### config.mk
export PLATFORM = sky130hd
export DESIGN_NAME = fs_ds_inst_queue_flat
export DESIGN_NICKNAME = d
export VERILOG_FILES = /design/src/rtl/fs_ds_inst_queue_if.sv /design/src/rtl/fs_ds_inst_queue.sv /design/src/flat_wrapper.sv
export SDC_FILE = /design/constraint.sdc
export NUM_CORES = 1
export LEC_CHECK = 0
export CAP_MARGIN = 40
export CORE_MARGIN = 3
export CORE_UTILIZATION = 49
export CTS_CLUSTER_SIZE = 24
export DETAILED_ROUTE_END_ITERATION = 8
export PLACE_DENSITY = 0.88
export SLEW_MARGIN = 25
export SYNTH_ARGS = -nofsm -noshare
export SYNTH_HDL_FRONTEND = slang
export SYNTH_SLANG_ARGS = --single-unit
### constraint.sdc
create_clock -name clk -period 3.04 [get_ports clk]
set_input_delay 0.456 -clock clk [delete_from_list [all_inputs] [get_ports clk]]
set_output_delay 0.456 -clock clk [all_outputs]
set_load 0.05 [all_outputs]
### src/rtl/fs_ds_inst_queue_if.sv
// Valid/allowin handshake bundle between IF, the instruction queue and ID.
// The queue attaches through the slave modport; the fetch/decode side drives through master.
interface fs_ds_inst_queue_if #(
    parameter int BUS_WD = 72
);
    logic              fs_to_iq_valid;
    logic [BUS_WD-1:0] fs_to_iq_bus;
    logic              iq_allowin;
    logic              iq_to_ds_valid;
    logic [BUS_WD-1:0] iq_to_ds_bus;
    logic              ds_allowin;

    modport master (
        output fs_to_iq_valid, fs_to_iq_bus, ds_allowin,
        input  iq_allowin, iq_to_ds_valid, iq_to_ds_bus
    );

    modport slave (
        input  fs_to_iq_valid, fs_to_iq_bus, ds_allowin,
        output iq_allowin, iq_to_ds_valid, iq_to_ds_bus
    );
endinterface

### src/rtl/fs_ds_inst_queue.sv
// FIFO of fetched-instruction bundles between IF and ID, flushed by WB.
// Accepting an exception bundle closes the input until the following flush.
module fs_ds_inst_queue #(
    parameter int DEPTH  = 4,
    parameter int BUS_WD = 72,
    parameter int PTR_W  = 2
) (
    input  logic               clk,
    input  logic               reset,
    input  logic               flush,
    fs_ds_inst_queue_if.slave  iq,
    output logic [PTR_W:0]     iq_count,
    output logic               iq_ex_block
);
    localparam logic [PTR_W:0] FULL_CNT = (PTR_W + 1)'(DEPTH);
    localparam int             EX_BIT   = 69;

    logic [BUS_WD-1:0] mem [DEPTH];
    logic [PTR_W-1:0]  rd_ptr;
    logic [PTR_W-1:0]  wr_ptr;
    logic              ex_block;
    logic              enq;
    logic              deq;

    // A full queue still accepts when ID drains the head in the same cycle.
    assign iq.iq_allowin     = ~ex_block & ((iq_count != FULL_CNT) | iq.ds_allowin);
    assign iq.iq_to_ds_valid = (iq_count != '0) & ~flush;
    assign iq.iq_to_ds_bus   = mem[rd_ptr];
    assign iq_ex_block       = ex_block;

    assign enq = iq.fs_to_iq_valid & iq.iq_allowin & ~flush;
    assign deq = iq.iq_to_ds_valid & iq.ds_allowin;

    always_ff @(posedge clk) begin
        if (reset || flush) begin
            rd_ptr   <= '0;
            wr_ptr   <= '0;
            iq_count <= '0;
            ex_block <= 1'b0;
        end else begin
            if (enq) begin
                wr_ptr <= wr_ptr + PTR_W'(1);
            end
            if (deq) begin
                rd_ptr <= rd_ptr + PTR_W'(1);
            end
            if (enq && !deq) begin
                iq_count <= iq_count + (PTR_W + 1)'(1);
            end else if (deq && !enq) begin
                iq_count <= iq_count - (PTR_W + 1)'(1);
            end
            if (enq && iq.fs_to_iq_bus[EX_BIT]) begin
                ex_block <= 1'b1;
            end
        end
    end

    // Payload storage carries no reset; only the pointers and count define what is live.
    always_ff @(posedge clk) begin
        if (enq) begin
            mem[wr_ptr] <= iq.fs_to_iq_bus;
        end
    end
endmodule
### src/flat_wrapper.sv
// flat-port wrapper written by rule: the top's interface ports become plain ports
module fs_ds_inst_queue_flat 
#(
    parameter int DEPTH  = 4,
    parameter int BUS_WD = 72,
    parameter int PTR_W  = 2
)
  (clk, reset, flush, iq_count, iq_ex_block, iq_fs_to_iq_valid, iq_fs_to_iq_bus, iq_ds_allowin, iq_iq_allowin, iq_iq_to_ds_valid, iq_iq_to_ds_bus);
  fs_ds_inst_queue_if #(.BUS_WD(BUS_WD)) iq_i ();
  input  logic clk;
  input  logic reset;
  input  logic flush;
  output logic [PTR_W:0] iq_count;
  output logic iq_ex_block;
  input wire logic [$bits(iq_i.fs_to_iq_valid)-1:0] iq_fs_to_iq_valid;
  input wire logic [$bits(iq_i.fs_to_iq_bus)-1:0] iq_fs_to_iq_bus;
  input wire logic [$bits(iq_i.ds_allowin)-1:0] iq_ds_allowin;
  output wire logic [$bits(iq_i.iq_allowin)-1:0] iq_iq_allowin;
  output wire logic [$bits(iq_i.iq_to_ds_valid)-1:0] iq_iq_to_ds_valid;
  output wire logic [$bits(iq_i.iq_to_ds_bus)-1:0] iq_iq_to_ds_bus;
  assign iq_i.fs_to_iq_valid = iq_fs_to_iq_valid;
  assign iq_i.fs_to_iq_bus = iq_fs_to_iq_bus;
  assign iq_i.ds_allowin = iq_ds_allowin;
  assign iq_iq_allowin = iq_i.iq_allowin;
  assign iq_iq_to_ds_valid = iq_i.iq_to_ds_valid;
  assign iq_iq_to_ds_bus = iq_i.iq_to_ds_bus;
  fs_ds_inst_queue #(.DEPTH(DEPTH), .BUS_WD(BUS_WD), .PTR_W(PTR_W)) u_core (.clk(clk), .reset(reset), .flush(flush), .iq(iq_i), .iq_count(iq_count), .iq_ex_block(iq_ex_block));
endmodule
==> run summary <==
Max-Cap Viols -> 0
Total GRT Usage -> 0.167
Initial Utilization -> 0.501
Sum Neg Setup Slack -> 0 ns
Critical Path AT -> 2.36 ns
critical path's top delay family -> buffers and inverters
synthesized cell area -> 11000 um2
Max VDD drop -> 0.398 mV
Worst-Skew Late Latency -> 0.52 ns
antenna violations before repair -> 0
FILL cells -> 1441
# setup viols final -> 0
worst relative slew slack -> 0.623
final instance area -> 13800 um2
most common flop cell mapped by yosys -> edfxtp_1
Yosys top cell area share -> 0.786
core area -> 22000 um2
Critical Path Fanout Max -> 8
Setup WS pre-CTS -> 0.210 ns
Die X -> 156 um
period utilization -> 0.927
hold-fix buffers at CTS -> 0
Diodes inserted -> 0
CTS Sinks -> 298
Slew @ Worst Pin -> 0.563 ns
Pre-Repair DR Iteration Count -> 4
HP Class -> register to register
Hold Fails Final Rpt -> 0
reg2reg start -> u_core.iq_count[1]
drt wl/cell -> 22.2 um
Top-Level Pins -> 155
crit end category -> output port
htree depth -> 1
Net Count, Synth -> 517
Slew Limit Fails -> 0
HP Start -> u_core.rd_ptr[1]
number of routed nets with antenna violations -> 0
via count -> 5110
RR Endpoint -> u_core.iq_count[2]
detailed-placement wirelength estimate -> 12.6 mm
status -> completed
RSZ-0062 raised after global routing -> no
DRC viols -> 0
CP max stage delay -> 0.74 ns
Root Buffer -> clkbuf_16
#FFs+latches synth -> 298
Worst Skew -> 0.0141 ns
share of layout cells above drive strength 1 -> 0.296
Inserted Clock Buffers -> 28
post-route worst setup slack -> 0.222 ns
vias in the first global route -> 5597
hold depth -> 2
FMAX -> 355 MHz
Mapped Cells -> 434
area grow syn2layout -> 25.0%
layout net count -> 706
worst path bufs/invs -> 2
clock slew at the register clock pins of the worst setup and hold paths -> 0.06 ns
CTS tree -> done
first-pass GRT wire length -> 31.5 mm
critical-path cell list -> buf_12 > mux4_2 > clkdlybuf4s50_1
minimum clock period -> 2.82 ns
Crit path required time -> 2.58 ns
largest net degree at the start of global routing -> 38
Crit-path slowest cell -> clkdlybuf4s50_1
Synth area leaders -> edfxtp_1, mux4_2, dfxtp_1, buf_12, ha_1
Reg2Reg Setup Slack -> 0.58 ns
Iter 0 DRT Violations -> 290
final WL -> 20.5 mm
EDFF count, synth -> 288
Die Area -> 24300 um2
LEAKAGE -> 0.00443 uW
DR vias/cell -> 5.52
Synth area leader -> edfxtp_1
pwr dens -> 613 nW/um2
Rows -> 54
dpl cell area -> 12800 um2
GP Congestion -> 0.778
Yosys cell types -> 27
Yosys Warn Count -> 0
Final Power -> 8430 uW
post-synthesis sequential area ratio -> 0.804
crit start category -> register
Register-to-Register Path Depth -> 9
die height -> 156 um
clock buffer depth -> 3
Syn Area/Cell -> 25.4 um2
IO buf count -> 154
total grt overflow -> 0
ys async rst share -> 0
WS Path Type -> register to output port
-- layout by cell type, fill, tap and decap left out, types with 5 or more instances in the layout --
cell / count
nor2_1: 5
clkbuf_16: 29
buf_4: 57
dlygate4sd2_1: 11
clkinv_2: 11
mux4_2: 70
clkdlybuf4s50_1: 96
a21oi_1: 6
dfxtp_1: 8
ha_1: 5
edfxtp_1: 288
buf_12: 11
o21ai_0: 5
-- what timing repair did --
action | in CTS | in global routing
buffers inserted | 1 | 7
resized for setup | 12 | 0
endpoints found under the setup margin | 45 | 4
-- how the worst max path moves through the flow --
| stage | start | to | slack [ns] | cells past startpoint |
|---|---|---|---|---|
| after floorplan | u_core.iq_count[1] | u_core.iq_count[2] | 0.25 | 9 |
| after global placement | iq_ds_allowin | u_core.iq_count[2] | 0.35 | 9 |
| after detailed placement | iq_ds_allowin | u_core.iq_count[2] | 0.21 | 9 |
| final | register | iq_iq_to_ds_bus[51] | 0.22 | 3 |
| after global routing | register | iq_iq_to_ds_bus[65] | 0.13 | 4 |
| after CTS | register | iq_iq_to_ds_bus[65] | 0.03 | 4 |
-- where the power goes --
group,switching (uW),internal [uW],total [uW],leakage (uW)
Combinational,362,245,607,0.00130
Sequential,22.0,4580,4600,0.00270
Clock,1400,1830,3220,0.000430
Total,1780,6650,8430,0.00443
-- sequential cells by signal (all words and copies together) (netlist names), named ones only --
name,flops
u_core.iq_count,3
u_core.iq_ex_block,1
u_core.mem,288
u_core.rd_ptr,2
u_core.wr_ptr,2
-- worst min-delay path: cells and delay by family, from the launching register on --
family | cells | cell delay [ns]
DFF | 1 | 0.31
AOI/OAI and AO/OA | 2 | 0.15
-- layer usage --
metal / GRT usage / part of all wire / wire length, um / up-vias
met3: 0.0327 / 0.050 / 1040 / 39
met1: 0.213 / 0.39 / 8110 / 2664
li1: - / - / - / 2240
met5: 0 / 0 / 0 / -
met2: 0.296 / 0.53 / 10900 / 167
met4: 0.0429 / 0.023 / 463 / 0
-- final cells by class --
type / instances / area (um2) / share of cell area
clock inverter: 19 / 124 / 0.00900
inverter: 3 / 11.3 / 0.000818
timing repair buffer: 176 / 1720 / 0.125
tap: 280 / 350 / 0.0255
sequential: 298 / 8860 / 0.644
clock buffer: 33 / 741 / 0.0538
multi-input combinational: 116 / 1960 / 0.142
-- per-stage QoR --
| stage | cells | hold slack [ns] | utilization |
|---|---|---|---|
| final | 925 | 0.506 | 0.627 |
| after global routing | 925 | 0.549 | 0.627 |
| after CTS | 918 | 0.510 | 0.623 |
| after detailed placement | 865 | 0.493 | 0.583 |
| after global placement | 865 | 0.475 | 0.583 |
| after floorplan | 434 | 0.459 | - |
-- kinds of logic (layout without fill, tap and decap cells) --
| kind of cell | count (synthesis) | after routing | synth area share |
|---|---|---|---|
| adder cells (fa/ha/maj) | 6 | 6 | 0.00750 |
| flip-flops | 298 | 298 | 0.804 |
| buffers and inverters | 20 | 231 | 0.0186 |
| multiplexers | 73 | 73 | 0.149 |
| AND/OR/NAND/NOR | 23 | 23 | 0.0135 |
| XOR/XNOR | 2 | 2 | 0.00159 |
| AO/OA/AOI/OAI | 12 | 12 | 0.00569 |
-- synthesized netlist by cell type, drive strengths merged (2+ instances only) --
cell	number
o21ai	5
dfxtp	10
buf	15
xor2	2
mux4	72
a21oi	6
or3	4
and2	4
nand2b	2
nor3	2
edfxtp	288
clkbuf	2
ha	5
inv	3
nor2	5
(Power assumes the default switching activity.)
